[config.mk]
export PLATFORM = sky130hd
export DESIGN_NAME = scratchpad_backdoor_arb
export DESIGN_NICKNAME = d
export VERILOG_FILES = /design/src/rtl/cep_backdoor_pkg.sv /design/src/rtl/bd_rr_arbiter.sv /design/src/rtl/scratchpad_backdoor_arb.sv
export SDC_FILE = /design/constraint.sdc
export NUM_CORES = 1
export LEC_CHECK = 0
export BUFFER_PORTS_ARGS = -buffer_cell sky130_fd_sc_hd__buf_4
export CORE_AREA = 2 2 251 253
export DETAILED_ROUTE_END_ITERATION = 8
export DIE_AREA = 0 0 253 255
export GPL_TIMING_DRIVEN = 0
export PLACE_DENSITY = 0.51
export SYNTH_ARGS = -nofsm -noshare
export SYNTH_HDL_FRONTEND = slang
export SYNTH_SLANG_ARGS = --single-unit
[constraint.sdc]
create_clock -name clk -period 4.2 [get_ports clk]
set_clock_uncertainty 0.15 [all_clocks]
set_input_delay 0.63 -clock clk [delete_from_list [all_inputs] [get_ports clk]]
set_output_delay 0.63 -clock clk [all_outputs]
set_load 0.02 [all_outputs]
[src/rtl/cep_backdoor_pkg.sv]
// Shared types and constants for the scratchpad backdoor arbiter.
package cep_backdoor_pkg;

  localparam int unsigned BD_BUSY_TO_DEF = 1024;
  localparam int unsigned BD_OWNER_W     = 3;

  typedef enum logic [1:0] {
    BD_IDLE    = 2'd0,
    BD_ISSUE   = 2'd1,
    BD_WAIT_RD = 2'd2,
    BD_RESP    = 2'd3
  } bd_state_e;

  typedef struct packed {
    logic                  we;
    logic [BD_OWNER_W-1:0] owner;
  } bd_req_rec_t;

  typedef struct packed {
    logic                  valid;
    logic [BD_OWNER_W-1:0] owner;
  } bd_rsp_beat_t;

endpackage

[src/rtl/bd_rr_arbiter.sv]
// Round-robin arbiter: combinational one-hot winner, pointer holds the last winner.
module bd_rr_arbiter #(
  parameter  int unsigned NUM_REQ = 4,
  localparam int unsigned IDX_W   = $clog2(NUM_REQ)
) (
  input  logic               clk,
  input  logic               rst_n,
  input  logic [NUM_REQ-1:0] req_i,
  input  logic               upd_i,
  output logic [NUM_REQ-1:0] gnt_c,
  output logic [IDX_W-1:0]   gnt_idx_c,
  output logic               any_c
);

  logic [IDX_W-1:0] ptr_q, ptr_d, idx;

  // Search starts one past the last winner and wraps.
  always_comb begin
    gnt_c     = '0;
    gnt_idx_c = '0;
    any_c     = 1'b0;
    idx       = '0;
    for (int unsigned k = 1; k <= NUM_REQ; k++) begin
      idx = IDX_W'((32'(ptr_q) + k) % NUM_REQ);
      if (!any_c && req_i[idx]) begin
        any_c      = 1'b1;
        gnt_c[idx] = 1'b1;
        gnt_idx_c  = idx;
      end
    end
  end

  always_comb begin
    ptr_d = ptr_q;
    if (upd_i && any_c) ptr_d = gnt_idx_c;
  end

  always_ff @(posedge clk) begin
    if (!rst_n) ptr_q <= IDX_W'(NUM_REQ - 1);
    else        ptr_q <= ptr_d;
  end

endmodule

[src/rtl/scratchpad_backdoor_arb.sv]
// Serialises full-width backdoor accesses from several requesters onto the
// scratchpad port, deferring to functional traffic while the memory is busy.
module scratchpad_backdoor_arb
  import cep_backdoor_pkg::*;
#(
  parameter int unsigned NUM_REQ = 4,
  parameter int unsigned ADDR_W  = 32,
  parameter int unsigned DATA_W  = 64,
  parameter int unsigned RD_LAT  = 1,
  parameter int unsigned BUSY_TO = BD_BUSY_TO_DEF
) (
  input  logic                      clk,
  input  logic                      rst_n,
  input  logic [NUM_REQ-1:0]        req_valid,
  output logic [NUM_REQ-1:0]        req_ready,
  input  logic [NUM_REQ-1:0]        req_we,
  input  logic [NUM_REQ*ADDR_W-1:0] req_addr,
  input  logic [NUM_REQ*DATA_W-1:0] req_wdata,
  output logic [NUM_REQ-1:0]        rsp_valid,
  output logic [DATA_W-1:0]         rsp_rdata,
  input  logic                      mem_busy_i,
  output logic                      mem_req_o,
  output logic                      mem_we_o,
  output logic [DATA_W/8-1:0]       mem_mask_o,
  output logic [ADDR_W-1:0]         mem_addr_o,
  output logic [DATA_W-1:0]         mem_wdata_o,
  input  logic [DATA_W-1:0]         mem_rdata_i,
  output logic                      bd_active_o,
  output logic                      err_timeout_o
);

  localparam int unsigned IDX_W  = $clog2(NUM_REQ);
  localparam int unsigned LAT_W  = $clog2(RD_LAT + 1);
  localparam int unsigned TO_W   = $clog2(BUSY_TO + 1);
  localparam int unsigned MASK_W = DATA_W / 8;

  bd_state_e          state_q, state_d;
  bd_req_rec_t        rec_q, rec_d;
  logic [ADDR_W-1:0]  addr_q, addr_d, addr_sel;
  logic [DATA_W-1:0]  wdata_q, wdata_d, wdata_sel;
  logic [DATA_W-1:0]  rdata_q, rdata_d;
  logic [LAT_W-1:0]   lat_q, lat_d;
  logic [TO_W-1:0]    to_cnt_q, to_cnt_d;
  logic               err_q, err_d;
  logic               we_sel;

  logic [NUM_REQ-1:0] gnt_c;
  logic [IDX_W-1:0]   gnt_idx_c;
  logic               any_req_c, grant_c, wait_busy_c;
  bd_rsp_beat_t       rsp_beat_c;

  // Grants are suppressed while reset is asserted so nothing is accepted and then lost.
  assign grant_c     = rst_n && (state_q == BD_IDLE) && any_req_c && !mem_busy_i;
  assign wait_busy_c = (state_q == BD_IDLE) && (|req_valid) && mem_busy_i;

  bd_rr_arbiter #(
    .NUM_REQ (NUM_REQ)
  ) u_rr (
    .clk       (clk),
    .rst_n     (rst_n),
    .req_i     (req_valid),
    .upd_i     (grant_c),
    .gnt_c     (gnt_c),
    .gnt_idx_c (gnt_idx_c),
    .any_c     (any_req_c)
  );

  always_comb begin
    addr_sel  = '0;
    wdata_sel = '0;
    we_sel    = 1'b0;
    for (int unsigned i = 0; i < NUM_REQ; i++) begin
      if (gnt_c[i]) begin
        addr_sel  = req_addr[i*ADDR_W +: ADDR_W];
        wdata_sel = req_wdata[i*DATA_W +: DATA_W];
        we_sel    = req_we[i];
      end
    end
  end

  always_ff @(posedge clk) begin
    if (!rst_n) begin
      state_q  <= BD_IDLE;
      rec_q    <= '0;
      addr_q   <= '0;
      wdata_q  <= '0;
      rdata_q  <= '0;
      lat_q    <= '0;
      to_cnt_q <= '0;
      err_q    <= 1'b0;
    end else begin
      state_q  <= state_d;
      rec_q    <= rec_d;
      addr_q   <= addr_d;
      wdata_q  <= wdata_d;
      rdata_q  <= rdata_d;
      lat_q    <= lat_d;
      to_cnt_q <= to_cnt_d;
      err_q    <= err_d;
    end
  end

  always_comb begin
    state_d  = state_q;
    rec_d    = rec_q;
    addr_d   = addr_q;
    wdata_d  = wdata_q;
    rdata_d  = rdata_q;
    lat_d    = lat_q;
    to_cnt_d = '0;
    err_d    = err_q;
    unique case (state_q)
      BD_IDLE: begin
        if (grant_c) begin
          rec_d.we    = we_sel;
          rec_d.owner = BD_OWNER_W'(gnt_idx_c);
          addr_d      = {addr_sel[ADDR_W-1:3], 3'b000};
          wdata_d     = wdata_sel;
          state_d     = BD_ISSUE;
        end
      end
      BD_ISSUE: begin
        lat_d   = LAT_W'(1);
        state_d = rec_q.we ? BD_RESP : BD_WAIT_RD;
      end
      BD_WAIT_RD: begin
        // lat_q counts cycles since the strobe; data is valid when it equals RD_LAT.
        if (lat_q == LAT_W'(RD_LAT)) begin
          rdata_d = mem_rdata_i;
          state_d = BD_RESP;
        end else begin
          lat_d = lat_q + LAT_W'(1);
        end
      end
      BD_RESP:  state_d = BD_IDLE;
      default:  state_d = BD_IDLE;
    endcase
    // Starvation counter saturates; the flag is sticky until reset.
    if (wait_busy_c) begin
      to_cnt_d = (to_cnt_q == TO_W'(BUSY_TO)) ? to_cnt_q : to_cnt_q + TO_W'(1);
      if (to_cnt_q >= TO_W'(BUSY_TO - 1)) err_d = 1'b1;
    end
  end

  always_comb begin
    req_ready        = grant_c ? gnt_c : '0;
    rsp_beat_c.valid = (state_q == BD_RESP);
    rsp_beat_c.owner = rec_q.owner;
    rsp_valid        = '0;
    for (int unsigned i = 0; i < NUM_REQ; i++) begin
      rsp_valid[i] = rsp_beat_c.valid && (rsp_beat_c.owner == BD_OWNER_W'(i));
    end
    mem_req_o     = (state_q == BD_ISSUE);
    mem_we_o      = mem_req_o && rec_q.we;
    mem_mask_o    = {MASK_W{mem_req_o}};
    mem_addr_o    = mem_req_o ? addr_q : '0;
    mem_wdata_o   = mem_req_o ? wdata_q : '0;
    bd_active_o   = (state_q != BD_IDLE);
    rsp_rdata     = rdata_q;
    err_timeout_o = err_q;
  end

endmodule
Word-level counts from Yosys, hierarchy flattened
Cells that the tools add are included.
{"block": "totals", "register_bits": 177, "in_bits": 459, "output_inout_bits": 180, "elab_cells": 118}
{"block": "op_classes", "addsub": 6, "magnitude_cmp": 9, "n_eq_ne": 9, "muxes": 49, "n_bitwise": 3, "n_reduce_logical": 32}
{"op": "64-bit 2-to-1 mux", "count": 5}
{"op": "32-bit 2-to-1 mux", "count": 5}
{"op": "4-bit 2-to-1 mux", "count": 5}
{"op": "1-bit logical AND", "count": 18}
{"op": "1-bit 2-to-1 mux", "count": 18}
{"op": "2-bit by 3-bit < comparator with 1-bit output (second input constant)", "count": 4}
{"op": "2-bit 2-to-1 mux", "count": 6}
{"op": "4-bit bitwise OR", "count": 3}
{"op": "11-bit by 1-bit adder with 11-bit output (second input constant)", "count": 1}
{"op": "11-bit == test (second input constant)", "count": 1}
{"op": "11-bit by 10-bit greater-or-equal comparator with 1-bit output (second input constant)", "count": 1}
{"op": "2-bit AND reduction", "count": 5}
{"op": "1-bit binary-select mux with 2-bit select", "count": 4}
{"op": "1-bit demux with 2-bit select", "count": 4}
{"op": "2-bit == test (second input constant)", "count": 4}
{"op": "2-bit by 1-bit greater-or-equal comparator with 1-bit output (second input constant)", "count": 4}
{"op": "2-bit case mux with 4 select lines", "count": 1}
{"op": "2-bit by 1-bit adder with 2-bit output (second input constant)", "count": 2}
{"op": "2-bit adder (second input constant)", "count": 2}
{"op": "2-bit by 1-bit == test with 1-bit output (second input constant)", "count": 2}
{"op": "1-bit zero test", "count": 4}
{"op": "2-bit != test (second input constant)", "count": 2}
{"op": "2-bit nonzero test", "count": 2}
{"op": "4-bit OR reduction", "count": 1}
{"op": "other kinds (4)", "count": 4}

Logic depth before layout (Yosys ltp)
{"block": "depth", "word_depth": 17, "ltp_mapped": 15, "depth_no_buf": 8}

Hierarchy
From an unflattened synthesis, not the netlist that was laid out.
{"block": "hier_totals", "cells_unflattened": 1315, "area_unflattened_um2": 10448.8}
{"mod": "scratchpad_backdoor_arb", "n_inst": 1, "cells_each": 1252, "area_each_um2": 9887.0, "seq_area_each_um2": 3503.4}
{"mod": "bd_rr_arbiter", "n_inst": 1, "cells_each": 63, "area_each_um2": 561.8, "seq_area_each_um2": 40.0}

Worst setup path before layout
No wires, ideal clock.
{"block": "synth_path", "path_type": "reg2out", "from": "register u_rr.ptr_q[0]", "to": "output req_ready[3]", "arrival_time_ns": 3.274, "t_required_ns": 3.420, "slack_ns": 0.146, "stages_incl_launch_ff": 15, "n_path_buf": 6, "path_cell_list": "dfxtp_1 buf_6 clkbuf_1 inv_1 ha_1 buf_2 mux4_2 nor3b_2 nand2_1 a22o_1 or2_1 buf_2 buf_6 buf_6 inv_1"}
{"block": "synth_via", "elab_chain_len": 16, "word_cells_on_any_way": 52, "cone_classes": "add/sub: 4; order compare: 8; mux: 25; bitwise: 3; reduce/logical: 12"}
{"item": "from (decl)", "line": "bd_rr_arbiter.sv:15", "rtl": "logic [IDX_W-1:0] ptr_q, ptr_d, idx;"}
{"item": "from (signal assigned)", "line": "bd_rr_arbiter.sv:39", "rtl": "if (!rst_n) ptr_q <= IDX_W'(NUM_REQ - 1);"}
{"item": "from (signal assigned)", "line": "bd_rr_arbiter.sv:40", "rtl": "else ptr_q <= ptr_d;"}
{"item": "branches (longest 15 deep; another with 2-bit by 3-bit < comparator with 1-bit output)"}
{"item": "4-bit 2-to-1 mux (*)", "line": "scratchpad_backdoor_arb.sv:146", "rtl": "req_ready = grant_c ? gnt_c : '0;"}
{"item": "to (decl)", "line": "scratchpad_backdoor_arb.sv:15", "rtl": "output logic [NUM_REQ-1:0] req_ready,"}
Mark *: on every way between the ends. The select of a mux whose other input is x is not followed.

Worst setup path in the final report
{"block": "layout_path", "from": "register u_rr.ptr_q[0]", "to": "output req_ready[0]"}
The elaborated chain is that of the path after synthesis.

==> flow_metrics.py <==
metrics = {
    "outcome": {
        "outcome": "finished, final reports clean",
    },
    "critical_path": {
        "reg2reg_from": "u_rr.ptr_q[0]",
        "path_class": "reg -> out",
        "rrSetupSlack_ns": 0.28,
        "crit_path_start_kind": "register",
        "crit_slowest_cell": "mux4_2",
        "cp_slowest_stage_delay_ns": 0.60,
        "reg2reg_to": "addr_q[15]",
        "crit_required_ns": 3.42,
        "r2r_cells": 13,
        "path_common_cell": "buf_6",
        "cp_max_fo": 10,
        "worst_setup_path_end_kind": "output pin",
        "cp.arrival_ns": 3.26,
        "crit_chain": "clkbuf_16 > inv_4 > ha_4 > buf_6 > mux4_2 > buf_4 > nand4bb_1 > a32o_4 > buf_6 > buf_6 > nor2_2 > buf_4",
        "cp_top_family": "buffers and inverters",
        "critPathBufInv": 7,
    },
    "timing": {
        "fin_hold_ws_ns": 0.248,
        "min_period_ns": 4.04,
        "max_freq_ghz": 0.248,
        "relSlewSlack": 0.343,
        "tightest_slew_ns": 0.985,
        "hold_viol": 0,
        "post-route-period-util": 0.961,
        "tns_ns": 0,
        "slew_violations": 0,
        "setup_viol": 0,
        "rsz0062_at_grt": "no",
        "postLayoutSetupSlackWorst_ns": 0.162,
    },
    "worst_hold_path": {
        "hold_class": "in -> reg",
        "min_from": "mem_rdata_i[44]",
        "hold_depth": 3,
        "hold_end": "rsp_rdata[44]",
    },
    "clock_network": {
        "cts_root_buf": "clkbuf_16",
        "cts_sinks": 177,
        "cts_tree": "yes",
        "cts_max_path_buffers": 2,
        "cts_made_buffers": 17,
        "path_clk_slew_ns": 0.08,
        "ctsHoldBuffers": 0,
        "h-tree-depth": 4,
        "clock_latency_ns": 0.48,
    },
    "grt": {
        "grt_pass1_wl_um": 87900,
        "antenna_found_initial": 7,
        "gr-usage-all-layers": 0.185,
        "grt_start_max_net_pins": 20,
        "grt_pass1_vias": 14000,
        "overflow": 0,
    },
    "floorplanning": {
        "start_util": 0.183,
        "rows": 92,
        "ios": 639,
        "core_area_um2": 62200,
        "die_h_um": 255,
        "die_w_um": 253,
        "die_area_um2": 64500,
    },
    "finish": {
        "layout_common_cells": "buf_4 (652), nand2_1 (331), inv_1 (199)",
        "nets": 2649,
        "drive_gt1_frac": 0.376,
        "post-route-util": 0.288,
        "areaGrowthSynthToFinish_pct": 57.4,
        "mostFrequentLayoutCell": "buf_4",
    },
    "yosys": {
        "syn_area_um2": 11400,
        "synth.yosys.seq_area_share": 0.312,
        "ys_ff_latch": 177,
        "ys_warn_count": 0,
        "syn_inst": 1522,
        "ys_types": 49,
        "avgSynthCellArea_um2": 7.46,
    },
    "detailed_routing": {
        "wl_per_cell_um": 20.8,
        "dr.pass1.iters": 5,
        "viasPerCell": 4.63,
        "ant_nets": 0,
        "drc": 0,
        "finalWirelength_um": 62300,
        "first_iter_violations": 837,
        "vias": 13900,
    },
    "power": {
        "power_uw": 9550,
        "p_leak_uw": 0.00809,
        "p_per_area_nw_per_um2": 534,
        "vdd_drop_max_v": 0.000309,
    },
    "placed_design": {
        "dp_hpwl_um": 50600,
        "pre_cts_slack_ns": -0.772,
        "port-buffer-count": 623,
        "gp_congestion": 0.902,
    },
    "flow_run": {
        "max_cap_viol_count": 0,
    },
}
-- how the worst max path moves through the flow --
stage                       start           end  slack [ns]  cells after the start
CTS                 u_rr.ptr_q[0]  req_ready[0]      0.0005                     12
global route        u_rr.ptr_q[0]  req_ready[0]        0.05                     12
global placement    u_rr.ptr_q[0]    addr_q[15]       -0.71                     13
detailed placement  u_rr.ptr_q[0]  req_ready[2]       -0.77                     13
floorplan           u_rr.ptr_q[0]  req_ready[3]        0.15                     14
finish              u_rr.ptr_q[0]  req_ready[0]        0.16                     12
-- sequential cells by signal, summed over array words and instances (netlist names) --
name	count
rec_q	3
err_timeout_o	1
u_rr.ptr_q	2
to_cnt_q	11
addr_q	29
wdata_q	64
lat_q	1
rsp_rdata	64
state_q	2
-- per-stage QoR --
step	instances	cell area [µm²]
after floorplan	1524	11400
after global placement	2946	17000
after CTS	2988	17900
after detailed placement	2946	17000
after global routing	2990	17900
final	2991	17900
-- worst register-to-register path, stage by stage, from the launching register on --
cell       delay, ns
dfxtp_4         0.36
clkbuf_16       0.13
inv_4           0.04
ha_4            0.25
buf_6           0.10
mux4_2          0.60
buf_4           0.19
nand3b_1        0.08
a32o_1          0.19
buf_8           0.20
clkbuf_1        0.76
buf_2           0.42
o22ai_1         0.21
o221ai_2        0.16
-- Yosys cell counts, drive strengths merged --
| cell type | number | area [µm²] |
|---|---|---|
| xor2 | 4 | 35.0 |
| nand2 | 331 | 1240 |
| a31oi | 1 | 6.26 |
| conb | 1 | 3.75 |
| a21oi | 7 | 35.0 |
| nor3 | 1 | 5.00 |
| a221o | 4 | 40.0 |
| a21boi | 65 | 488 |
| mux2i | 4 | 40.0 |
| nor4 | 3 | 18.8 |
| o21a | 1 | 7.51 |
| a22o | 1 | 8.76 |
| o221ai | 94 | 1130 |
| dfxtp | 177 | 3540 |
| nand4bb | 2 | 22.5 |
| nand2b | 3 | 18.8 |
| nor2 | 24 | 90.1 |
| clkbuf | 82 | 308 |
| inv | 202 | 758 |
| buf | 70 | 457 |
| mux2 | 4 | 45.0 |
| mux4 | 4 | 90.1 |
| and3b | 1 | 8.76 |
| a32o | 2 | 21.3 |
| or2 | 2 | 12.5 |
| a211oi | 94 | 806 |
| xnor2 | 6 | 52.6 |
| nor3b | 2 | 20.0 |
| nand3 | 7 | 35.0 |
| o2bb2ai | 1 | 8.76 |
| nand3b | 2 | 15.0 |
| ha | 15 | 188 |
| o22ai | 95 | 594 |
| and2 | 97 | 607 |
| nand4 | 4 | 25.0 |
| o21ai | 98 | 490 |
| and3 | 3 | 18.8 |
| a221oi | 3 | 32.5 |
| nor2b | 3 | 18.8 |
| or3 | 2 | 12.5 |
-- layer usage --
layer,track usage,share of wire,wire length [µm]
met1,0.206,0.39,24300
met2,0.329,0.50,31100
met3,0.0524,0.081,5050
met4,0.0783,0.030,1880
met5,0,0,0
-- timing repair --
action / 4_1_cts / 5_1_grt
resized for setup: 42 / 3
pin swaps: 5 / 5
setup endpoints to repair: 130 / 3
setup buffers: 12 / 1
-- logic make-up (layout without fill, tap and decap cells) --
family,count (synthesis),in the layout,synth area share
multiplexers,12,12,0.0154
AND/OR/NAND/NOR,487,487,0.191
buffers and inverters,354,1018,0.134
flip-flops,177,177,0.312
other,1,7,0.000330
AO/OA/AOI/OAI,466,466,0.323
adder cells (fa/ha/maj),15,15,0.0165
XOR/XNOR,10,10,0.00771
-- final cells by class --
class / count / area (µm²)
fill: 6814 / 44300
multi-input combinational: 993 / 6370
timing repair buffer: 636 / 4780
sequential: 177 / 3550
tap: 799 / 1000
buffer: 148 / 805
inverter: 202 / 764
clock buffer: 17 / 425
clock inverter: 15 / 170
antenna: 4 / 10.0
-- power by group --
part           total, µW  switching (µW)  internal (µW)
Sequential          2410             255           2150
Combinational       5440            3420           2020
Clock               1700             853            849
Note: power is estimated with default switching activity, not from simulation.
